File: src/rtl/tcdm_interconnect_pkg.sv
// Shared types and helpers for the variable-latency target queue.
package tcdm_interconnect_pkg;

    // Per-channel drain sequencer states.
    typedef enum logic [1:0] {
        ST_IDLE  = 2'd0,
        ST_DRAIN = 2'd1,
        ST_DONE  = 2'd2
    } drain_state_e;

    // A runtime limit of zero, or one above the buffer depth, means "use the full depth".
    function automatic int eff_limit(input int limit, input int max_out);
        if ((limit == 0) || (limit > max_out)) begin
            return max_out;
        end
        return limit;
    endfunction

endpackage

File: src/rtl/variable_latency_tgt_chan.sv
// One target channel: response circular buffer, credit counter and drain FSM.
//
// state    | meaning
// ---------+-----------------------------------------------------------
// ST_IDLE  | normal operation, requests pass when credits are available
// ST_DRAIN | new requests blocked, waiting for in-flight work to finish
// ST_DONE  | channel quiesced, drain_ack_o asserted until request drops
module variable_latency_tgt_chan
    import tcdm_interconnect_pkg::*;
#(
    parameter int  NumIn          = 32,
    parameter int  DataWidth      = 32,
    parameter int  NumOutstanding = 4,
    parameter bit  FallThrough    = 1'b0,
    parameter bit  WriteRespOn    = 1'b1,
    localparam int IniW           = $clog2(NumIn),
    localparam int CntW           = $clog2(NumOutstanding + 1)
) (
    input  logic                 clk_i,
    input  logic                 rst_i,
    input  logic [CntW-1:0]      limit_i,
    input  logic                 net_req_i,
    output logic                 req_o,
    input  logic                 gnt_i,
    input  logic                 wen_i,
    input  logic                 vld_i,
    input  logic [IniW-1:0]      ini_add_i,
    input  logic [DataWidth-1:0] rdata_i,
    output logic                 resp_vld_o,
    input  logic                 resp_rdy_i,
    output logic [IniW-1:0]      resp_ini_add_o,
    output logic [DataWidth-1:0] resp_rdata_o,
    input  logic                 drain_req_i,
    output logic                 drain_ack_o,
    output logic                 ovf_o
);

    localparam int              PtrW    = (NumOutstanding > 1) ? $clog2(NumOutstanding) : 1;
    localparam logic [PtrW-1:0] LastPtr = PtrW'(NumOutstanding - 1);
    localparam logic [CntW-1:0] MaxCnt  = CntW'(NumOutstanding);

    logic [DataWidth-1:0] r_mem_data [NumOutstanding];
    logic [IniW-1:0]      r_mem_ini  [NumOutstanding];
    logic [PtrW-1:0]      r_wr_ptr;
    logic [PtrW-1:0]      r_rd_ptr;
    logic [CntW-1:0]      r_count;
    logic [CntW-1:0]      r_usage;
    logic                 r_pop_q;
    logic                 r_ovf;
    drain_state_e         r_state;
    drain_state_e         w_state_nxt;

    logic                 w_empty;
    logic                 w_full;
    logic                 w_ft;
    logic                 w_resp_vld;
    logic                 w_pop;
    logic                 w_buf_pop;
    logic                 w_write;
    logic                 w_drop;
    logic                 w_inc;
    logic                 w_dec;
    logic                 w_sat;
    logic                 w_pop_pend;
    logic                 w_drained;
    logic                 w_cred_full;
    logic [CntW-1:0]      w_limit;

    function automatic logic [PtrW-1:0] ptr_inc(input logic [PtrW-1:0] p);
        return (p == LastPtr) ? '0 : p + 1'b1;
    endfunction

    assign w_empty    = (r_count == '0);
    assign w_full     = (r_count == MaxCnt);
    // Bypass only exists when nothing older is queued ahead of the arriving response.
    assign w_ft       = FallThrough & w_empty & vld_i;
    assign w_resp_vld = ~rst_i & (~w_empty | w_ft);
    assign w_pop      = w_resp_vld & resp_rdy_i;
    assign w_buf_pop  = w_pop & ~w_empty;
    // A pop from a full buffer frees the slot the concurrent arrival takes.
    assign w_write    = vld_i & (~w_full | w_buf_pop) & ~(w_ft & resp_rdy_i);
    assign w_drop     = vld_i & w_full & ~w_buf_pop;

    assign w_inc      = gnt_i & (~wen_i | WriteRespOn);
    assign w_dec      = FallThrough ? w_pop : r_pop_q;
    assign w_sat      = w_inc & ~w_dec & (r_usage == MaxCnt);

    assign w_limit     = CntW'(eff_limit(int'(limit_i), NumOutstanding));
    assign w_cred_full = (r_usage >= w_limit);
    assign w_pop_pend  = ~FallThrough & r_pop_q;
    assign w_drained   = (r_usage == '0) & w_empty & ~w_pop_pend;

    // Response storage; contents are don't-care until written, so no reset.
    always_ff @(posedge clk_i) begin
        if (w_write) begin
            r_mem_data[r_wr_ptr] <= rdata_i;
            r_mem_ini[r_wr_ptr]  <= ini_add_i;
        end
    end

    // Buffer pointers and occupancy count.
    always_ff @(posedge clk_i) begin
        if (rst_i) begin
            r_wr_ptr <= '0;
            r_rd_ptr <= '0;
            r_count  <= '0;
        end else begin
            if (w_write) begin
                r_wr_ptr <= ptr_inc(r_wr_ptr);
            end
            if (w_buf_pop) begin
                r_rd_ptr <= ptr_inc(r_rd_ptr);
            end
            case ({w_write, w_buf_pop})
                2'b10:   r_count <= r_count + 1'b1;
                2'b01:   r_count <= r_count - 1'b1;
                default: r_count <= r_count;
            endcase
        end
    end

    // Outstanding-credit counter, saturating at the buffer depth.
    always_ff @(posedge clk_i) begin
        if (rst_i) begin
            r_usage <= '0;
            r_pop_q <= 1'b0;
        end else begin
            r_pop_q <= w_pop;
            if (w_inc & ~w_dec & ~w_sat) begin
                r_usage <= r_usage + 1'b1;
            end else if (w_dec & ~w_inc & (r_usage != '0)) begin
                r_usage <= r_usage - 1'b1;
            end
        end
    end

    // Sticky error: dropped response or credit counter saturation.
    always_ff @(posedge clk_i) begin
        if (rst_i) begin
            r_ovf <= 1'b0;
        end else if (w_drop | w_sat) begin
            r_ovf <= 1'b1;
        end
    end

    // Drain FSM state register.
    always_ff @(posedge clk_i) begin
        if (rst_i) begin
            r_state <= ST_IDLE;
        end else begin
            r_state <= w_state_nxt;
        end
    end

    // Drain FSM next-state logic.
    always_comb begin
        w_state_nxt = r_state;
        case (r_state)
            ST_IDLE: begin
                if (drain_req_i) begin
                    w_state_nxt = ST_DRAIN;
                end
            end
            ST_DRAIN: begin
                if (!drain_req_i) begin
                    w_state_nxt = ST_IDLE;
                end else if (w_drained) begin
                    w_state_nxt = ST_DONE;
                end
            end
            ST_DONE: begin
                if (!drain_req_i) begin
                    w_state_nxt = ST_IDLE;
                end
            end
            default: w_state_nxt = ST_IDLE;
        endcase
    end

    assign req_o          = ~rst_i & net_req_i & ~w_cred_full & (r_state == ST_IDLE);
    assign drain_ack_o    = ~rst_i & (r_state == ST_DONE);
    assign resp_vld_o     = w_resp_vld;
    assign resp_ini_add_o = w_ft ? ini_add_i : r_mem_ini[r_rd_ptr];
    assign resp_rdata_o   = w_ft ? rdata_i : r_mem_data[r_rd_ptr];
    assign ovf_o          = r_ovf;

endmodule

File: src/rtl/variable_latency_tgt_queue.sv
// Array of independent target channels, each with credit gating and a response buffer.
module variable_latency_tgt_queue
    import tcdm_interconnect_pkg::*;
#(
    parameter int  NumTgt         = 16,
    parameter int  NumIn          = 32,
    parameter int  DataWidth      = 32,
    parameter int  NumOutstanding = 4,
    parameter bit  FallThrough    = 1'b0,
    parameter bit  WriteRespOn    = 1'b1,
    localparam int IniW           = $clog2(NumIn),
    localparam int CntW           = $clog2(NumOutstanding + 1)
) (
    input  logic                             clk_i,
    input  logic                             rst_i,
    input  logic [NumTgt-1:0][CntW-1:0]      limit_i,
    input  logic [NumTgt-1:0]                net_req_i,
    output logic [NumTgt-1:0]                req_o,
    input  logic [NumTgt-1:0]                gnt_i,
    input  logic [NumTgt-1:0]                wen_i,
    input  logic [NumTgt-1:0]                vld_i,
    input  logic [NumTgt-1:0][IniW-1:0]      ini_add_i,
    input  logic [NumTgt-1:0][DataWidth-1:0] rdata_i,
    output logic [NumTgt-1:0]                resp_vld_o,
    input  logic [NumTgt-1:0]                resp_rdy_i,
    output logic [NumTgt-1:0][IniW-1:0]      resp_ini_add_o,
    output logic [NumTgt-1:0][DataWidth-1:0] resp_rdata_o,
    input  logic [NumTgt-1:0]                drain_req_i,
    output logic [NumTgt-1:0]                drain_ack_o,
    output logic [NumTgt-1:0]                ovf_o
);

    if ((NumOutstanding == 0) || (NumIn < 2)) begin : g_param_chk
        $fatal(1, "variable_latency_tgt_queue: NumOutstanding must be > 0 and NumIn >= 2");
    end

    for (genvar k = 0; k < NumTgt; k++) begin : g_chan
        variable_latency_tgt_chan #(
            .NumIn          (NumIn),
            .DataWidth      (DataWidth),
            .NumOutstanding (NumOutstanding),
            .FallThrough    (FallThrough),
            .WriteRespOn    (WriteRespOn)
        ) u_chan (
            .clk_i          (clk_i),
            .rst_i          (rst_i),
            .limit_i        (limit_i[k]),
            .net_req_i      (net_req_i[k]),
            .req_o          (req_o[k]),
            .gnt_i          (gnt_i[k]),
            .wen_i          (wen_i[k]),
            .vld_i          (vld_i[k]),
            .ini_add_i      (ini_add_i[k]),
            .rdata_i        (rdata_i[k]),
            .resp_vld_o     (resp_vld_o[k]),
            .resp_rdy_i     (resp_rdy_i[k]),
            .resp_ini_add_o (resp_ini_add_o[k]),
            .resp_rdata_o   (resp_rdata_o[k]),
            .drain_req_i    (drain_req_i[k]),
            .drain_ack_o    (drain_ack_o[k]),
            .ovf_o          (ovf_o[k])
        );
    end

endmodule
File: config.mk
export PLATFORM = sky130hd
export DESIGN_NAME = variable_latency_tgt_queue
export DESIGN_NICKNAME = d
export VERILOG_FILES = /design/src/rtl/tcdm_interconnect_pkg.sv /design/src/rtl/variable_latency_tgt_chan.sv /design/src/rtl/variable_latency_tgt_queue.sv
export SDC_FILE = /design/constraint.sdc
export NUM_CORES = 2
export LEC_CHECK = 0
export CORE_AREA = 2 2 548 550
export CTS_BUF_LIST = sky130_fd_sc_hd__clkbuf_16
export CTS_CLUSTER_DIAMETER = 80
export CTS_CLUSTER_SIZE = 24
export DETAILED_ROUTE_END_ITERATION = 10
export DIE_AREA = 0 0 550 552
export GPL_TIMING_DRIVEN = 0
export PLACE_DENSITY = 0.65
export SLEW_MARGIN = 0
export SYNTH_ARGS = -nofsm -noshare
export SYNTH_HDL_FRONTEND = slang
export SYNTH_HIERARCHICAL = 1
export SYNTH_SLANG_ARGS = --single-unit
File: constraint.sdc
create_clock -name clk_i -period 2.95 [get_ports clk_i]
set_input_delay 0.295 -clock clk_i [delete_from_list [all_inputs] [get_ports clk_i]]
set_output_delay 0.295 -clock clk_i [all_outputs]
set_load 0.05 [all_outputs]
Word-level counts from Yosys, hierarchy flattened
Memory sizes are Yosys's and may differ from the RTL's. A register that Yosys moved wholly into a read port is not among the register bits.
Index checks and enable logic that the tools add are counted.
{ "word_totals": {"register_bits": 224, "latch_bits": 0, "mem_bits_rw": 2368, "mem_bits_ro": 0, "input_bits": 738, "output_inout_bits": 656, "word_cells": 1313, "mem_count": 32} }
{ "mem_list": {"columns": ["memory", "depth", "word_bits", "read_ports", "rd_clocked_by_memory_dff", "write_ports", "line_no", "rtl"], "rows": [
  ["g_chan[0].u_chan.r_mem_data", 4, 32, 1, 1, 1, "variable_latency_tgt_chan.sv:42", "logic [DataWidth-1:0] r_mem_data [NumOutstanding];"],
  ["g_chan[10].u_chan.r_mem_data", 4, 32, 1, 1, 1, "variable_latency_tgt_chan.sv:42", null],
  ["g_chan[11].u_chan.r_mem_data", 4, 32, 1, 1, 1, "variable_latency_tgt_chan.sv:42", null],
  ["g_chan[12].u_chan.r_mem_data", 4, 32, 1, 1, 1, "variable_latency_tgt_chan.sv:42", null],
  ["g_chan[13].u_chan.r_mem_data", 4, 32, 1, 1, 1, "variable_latency_tgt_chan.sv:42", null],
  ["g_chan[14].u_chan.r_mem_data", 4, 32, 1, 1, 1, "variable_latency_tgt_chan.sv:42", null],
  ["+26 memories", null, null, null, null, null, null, null]
]} }
{ "op_classes": {"addsub": 96, "n_mul": 0, "div_mod_pow": 0, "order_cmp": 32, "eq_ne": 176, "shift": 0, "muxes": 304, "bitwise_logic": 417, "n_reduce_logical": 144} }
{ "ops": {"columns": ["op", "count"], "rows": [
  ["2-bit two-way mux", 160],
  ["1-bit AND", 272],
  ["3-bit two-way mux", 64],
  ["3-bit logical NOT", 48],
  ["2-bit equality test, second input constant", 64],
  ["1-bit inverter", 113],
  ["3-bit by 1-bit adder with 3-bit output, second input constant", 32],
  ["3-bit equality test, second input constant", 32],
  ["2-bit case mux with 3 select lines", 16],
  ["3-bit case mux with 2 select lines", 16],
  ["3-bit by 1-bit subtractor with 3-bit output, second input constant", 32],
  ["2-bit by 1-bit adder with 2-bit output, second input constant", 32],
  ["2-bit by 1-bit equality test with 1-bit output, second input constant", 32],
  ["2-bit inequality test, second input constant", 32],
  ["2-bit nonzero test", 32],
  ["3-bit greater-or-equal comparator", 16],
  ["3-bit > comparator, second input constant", 16],
  ["1-bit two-way mux", 48],
  ["3-bit by 2-bit inequality test with 1-bit output, second input constant", 16],
  ["3-bit AND reduction", 16],
  ["3-bit nonzero test", 16],
  ["2-bit logical NOT", 16],
  ["1-bit bitwise OR", 32],
  ["1-bit logical OR", 16]
]} }

Depth between registers and ports, before layout
{ "depth": {"depth_word": 9, "ltp_mapped": 10, "ltp_nobuf": 9} }

Cells and area by module
Netlist, hierarchy kept.
{ "modules_own_cells": {"columns": ["module", "n_inst", "cells_per_inst", "area_per_inst_um2", "seq_area_each_um2"], "rows": [
  ["variable_latency_tgt_chan at g_chan[10].u_chan ...", 5, 301, 6357.3, 4764.6],
  ["variable_latency_tgt_chan at g_chan[4].u_chan ...", 3, 300, 6329.8, 4764.6],
  ["variable_latency_tgt_chan at g_chan[2].u_chan ...", 2, 303, 6349.8, 4764.6],
  ["variable_latency_tgt_chan at g_chan[11].u_chan ...", 2, 307, 6344.8, 4764.6],
  ["variable_latency_tgt_chan at g_chan[0].u_chan ...", 2, 301, 6341.1, 4764.6],
  ["variable_latency_tgt_chan at g_chan[9].u_chan", 1, 306, 6363.6, 4764.6],
  ["variable_latency_tgt_chan at g_chan[8].u_chan", 1, 306, 6329.8, 4764.6]
]} }

Worst setup path after synthesis
Ideal clock, no wire load.
{ "synth_timing": {"path_kind": "input port to output port", "start": "in limit_i[12] (netlist bit)", "end": "out req_o[4]", "arrival_time_ps": 2687, "required_ps": 2655, "slack_ps": -32, "cell_stages": 7, "n_path_buf": 0, "path_cell_list": "or2_2 > ha_1 > nor2b_1 > ha_1 > nand2b_1 > a21o_1 > a211oi_1"} }
{ "synth_via": {"elab_chain_len": 8, "word_cells_on_any_way": 10, "cone_classes": "order compare: 2; mux: 3; bitwise: 3; reduce/logical: 2"} }
{ "synth_rtl": {"columns": ["item", "line_no", "rtl"], "rows": [
  ["from (decl)", "variable_latency_tgt_queue.sv:16", "input logic [NumTgt-1:0][CntW-1:0] limit_i,"],
  ["3-bit > comparator or 3-bit logical NOT (tied branches)", "tcdm_interconnect_pkg.sv:13", "if ((limit == 0) || (limit > max_out)) begin"],
  ["1-bit logical OR", "tcdm_interconnect_pkg.sv:13", null],
  ["1-bit two-way mux or 3-bit two-way mux (tied branches)", "tcdm_interconnect_pkg.sv:13", null],
  ["3-bit two-way mux *", "tcdm_interconnect_pkg.sv:16", "return limit;"],
  ["3-bit greater-or-equal comparator *", "variable_latency_tgt_chan.sv:89", "assign w_cred_full = (r_usage >= w_limit);"],
  ["1-bit inverter *", "variable_latency_tgt_chan.sv:180", "assign req_o = ~rst_i & net_req_i & ~w_cred_full & (r_state == ST_IDLE);"],
  ["1-bit AND * (2 in series)", "variable_latency_tgt_chan.sv:180", null],
  ["to (decl)", "variable_latency_tgt_queue.sv:18", "output logic [NumTgt-1:0] req_o,"]
]} }
Mark *: on every way between the ends. The rest lies on a longest branch, timed or not.

Worst setup path in the final report
{ "layout_timing": {"start": "reg g_chan[10].u_chan.r_count[2]", "end": "out resp_vld_o[10]"} }
{ "layout_via": {"elab_chain_len": 3} }
{ "layout_rtl": {"columns": ["item", "line_no", "rtl"], "rows": [
  ["from (decl)", "variable_latency_tgt_chan.sv:46", "logic [CntW-1:0] r_count;"],
  ["from (signal assigned)", "variable_latency_tgt_chan.sv:115", "2'b10: r_count <= r_count + 1'b1;"],
  ["from (signal assigned)", "variable_latency_tgt_chan.sv:116", "2'b01: r_count <= r_count - 1'b1;"],
  ["from (signal assigned)", "variable_latency_tgt_chan.sv:117", "default: r_count <= r_count;"],
  ["3-bit logical NOT", "variable_latency_tgt_chan.sv:73", "assign w_empty = (r_count == '0);"],
  ["1-bit inverter", "variable_latency_tgt_chan.sv:77", "assign w_resp_vld = ~rst_i & (~w_empty | w_ft);"],
  ["1-bit AND", "variable_latency_tgt_chan.sv:77", null],
  ["to (decl)", "variable_latency_tgt_queue.sv:24", "output logic [NumTgt-1:0] resp_vld_o,"]
]} }
Every way passes these cells.

==> flow_summary.json <==
{
  "hold_class": "input port to flip-flop",
  "cts-htree-levels": 4,
  "peakVddDrop_mv": 0.611,
  "path_cells": "nor3_2 > nor2_1 > clkdlybuf4s50_1",
  "syn2layout_area_growth_pct": 24.9,
  "ios": 1394,
  "crit_fanout": 5,
  "path_class": "flip-flop to output pin",
  "clk_pin_slew_ns": 0.09,
  "synth.largest_area_cell": "edfxtp_1",
  "synth-edff-count": 2368,
  "cts_tree": "built",
  "seq_area_frac_synth_pct": 75.1,
  "max-slew-margin-rel_pct": 32.7,
  "finalHoldViolCount": 0,
  "total_power_uw": 91400,
  "crit_buf_inv": 1,
  "final.min_clock_period_ns": 2.84,
  "cp-start-kind": "flip-flop",
  "ys_ff_latch": 2624,
  "hp-start": "rst_i",
  "synth.most_common_cell": "edfxtp_1",
  "layout.nets": 7453,
  "cts_buffer_depth": 4,
  "cap_viol_max_count": 0,
  "fin_ws_ns": 0.112,
  "grt_max_degree": 44,
  "first_pass_iters": 5,
  "via_per_inst": 4.98,
  "cts_setup_buffers": 0,
  "critical_path.top_delay_family": "buffers and inverters",
  "ys_warn_count": 6,
  "synthArstFlopShare_pct": 0,
  "place_worst_setup_slack_ns": -0.714,
  "setup_viol": 0,
  "power_leakage_uw": 0.0416,
  "io_buffer_count": 1377,
  "start_util_pct": 34.0,
  "grt-ovfl-total": 0,
  "netlist_instances": 4839,
  "synthFlopType": "edfxtp_1",
  "fin_skew_ns": 0.0478,
  "dpl_cell_area_um2": 122000,
  "status": "completed",
  "tightest_slew_ns": 1.01,
  "worstPathArrival_ns": 2.54,
  "finalInstanceArea_um2": 127000,
  "fmax_mhz": 352,
  "drt_iter0_markers": 3972,
  "slowest_stage": "clkdlybuf4s50_1",
  "n_fill_cell": 26000,
  "timing.rr.start": "g_chan[8].u_chan/r_count[2]",
  "synth_area_um2": 102000,
  "synthTopCellsByCount": "edfxtp_1 (2368), mux4_2 (592), dfxtp_1 (256)",
  "die_x_um": 550,
  "wl_per_cell_um": 25.8,
  "antenna_found_initial": 139,
  "cts_buffers": 145,
  "finalCritPeriodShare_pct": 96.2,
  "critPathCaptureType": "output pin",
  "crit_required_ns": 2.65,
  "clock-sinks": 2624,
  "ys_types": 81,
  "syn_avg_cell_area_um2": 21.0,
  "num_vias": 53100,
  "slew_violations": 0,
  "synth.top_cell.area_share_pct": 70.0,
  "drive_above_1_share_pct": 25.7,
  "gp_congestion": 0.814,
  "synth_nets": 5765,
  "die_h_um": 552,
  "fp.coreArea_um2": 298000,
  "grt_pass1_wl_um": 389000,
  "grt_pass1_vias": 54500,
  "rsz0062_at_grt": "true",
  "hpwl_um": 204000,
  "cpPeakStageDelay_ns": 0.78,
  "worstSetupStartpoint": "g_chan[10].u_chan/r_count[2]",
  "grt_use_total_pct": 17.6,
  "yosys-top-cells-area": "edfxtp_1 (70%), mux4_2 (13%), dfxtp_1 (5.0%), ha_1 (1.9%), nor2_1 (0.66%)",
  "power.density_nw_per_um2": 721,
  "drc": 0,
  "clk_latency_ns": 0.85,
  "cts_root_buffer": "clkbuf_16",
  "wl_um": 274000,
  "ant_nets": 0,
  "row_count": 201,
  "dieArea_um2": 304000
}
[worst min-delay path, cell delays in order]
cell	delay (ns)
buf_6	0.18
nor2_1	0.19
nand2_1	0.09
nor2b_1	0.10
[per-stage QoR]
step / hold slack (ns) / instances / utilization, % / TNS [ns]
after floorplan: 0.394 / 4839 / - / 0
after global placement: 0.441 / 10200 / 40.3 / -
after detailed placement: 0.450 / 10200 / 40.8 / -12.57
after CTS: 0.000112 / 10600 / 42.7 / -1.10
after global routing: 0.0179 / 10600 / 42.5 / -0.00439
final: 0.0630 / 10700 / 42.5 / 0
[final cells by class]
class	count	area, um^2	area share (%)
Sequential cell	2624	76200	60.1
Multi-Input combinational cell	1873	23400	18.5
Timing Repair Buffer	1544	15400	12.1
Tap cell	3958	4950	3.91
Clock buffer	146	3650	2.88
Buffer	162	1500	1.19
Clock inverter	105	815	0.642
Inverter	177	667	0.526
Antenna cell	67	168	0.132
[final timing paths]
path                                       end  cells after the start  slack [ns]
hold reg to reg        g_chan[14].u_chan/ovf_o                      2        0.46
setup reg to reg   g_chan[8].u_chan/r_count[2]                      7        0.47
setup / recovery                resp_vld_o[10]                      3        0.11
hold / removal    g_chan[15].u_chan/r_state[0]                      4        0.06
[sequential cells by signal, summed over array words and instances (netlist names), named ones only]
signal and cells:
g_chan.u_chan/ovf_o 16, g_chan.u_chan/r_count 48, g_chan.u_chan/r_mem_data 2048, g_chan.u_chan/r_mem_ini 320
g_chan.u_chan/r_pop_q 16, g_chan.u_chan/r_rd_ptr 32, g_chan.u_chan/r_state 32, g_chan.u_chan/r_usage 48
g_chan.u_chan/r_wr_ptr 32
[kinds of logic after synthesis]
family / share of synthesized area [%]
multiplexers: 13.6
flip-flops: 75.1
adder cells (fa/ha/maj): 2.55
XOR/XNOR: 0.647
AO/OA/AOI/OAI: 2.21
AND/OR/NAND/NOR: 3.94
buffers and inverters: 1.98
[cell usage in the layout, fill, tap and decap left out, types with 18 or more instances in the layout]
| cell | count |
|---|---|
| edfxtp_1 | 2368 |
| clkdlybuf4s50_1 | 746 |
| mux4_2 | 592 |
| clkdlybuf4s15_2 | 289 |
| dfxtp_1 | 243 |
| inv_1 | 223 |
| nor2_1 | 178 |
| buf_2 | 174 |
| ha_1 | 156 |
| clkbuf_16 | 146 |
| dlygate4sd2_1 | 133 |
| dlygate4sd3_1 | 101 |
| a21oi_1 | 80 |
| buf_12 | 76 |
| nand2b_1 | 72 |
| diode_2 | 67 |
| and2_2 | 64 |
| nor2b_1 | 60 |
| nand2_1 | 57 |
| clkbuf_2 | 52 |
| buf_6 | 51 |
| o21ai_0 | 49 |
| xor2_1 | 49 |
| buf_4 | 48 |
| nor3b_1 | 37 |
| fa_1 | 32 |
| xnor2_1 | 26 |
| nand3b_1 | 25 |
| a211oi_1 | 22 |
| mux2_1 | 20 |
| or2_2 | 18 |
| nor3_1 | 18 |
[timing repair]
| item | in CTS | in global routing |
|---|---|---|
| setup endpoints to repair | 626 | 170 |
| endpoints found under the hold margin | 332 | 0 |
| gates resized for setup | 1771 | 267 |
| hold buffers | 102 | 0 |
[per-layer routing]
layer / up-vias / track usage (%) / wire (um)
met2: 1818 / 29.9 / 137000
met1: 27700 / 20.1 / 100000
met5: - / 0 / 498
met4: 76 / 5.51 / 7790
li1: 23000 / - / -
met3: 434 / 7.09 / 28700
[power by group]
| group | switching, uW | leakage [uW] | internal (uW) |
|---|---|---|---|
| sequential | 1050 | 0.0238 | 42900 |
| clock | 12300 | 0.00236 | 9580 |
| combinational | 16500 | 0.0154 | 9090 |
Power figures use the tool's default switching activity.
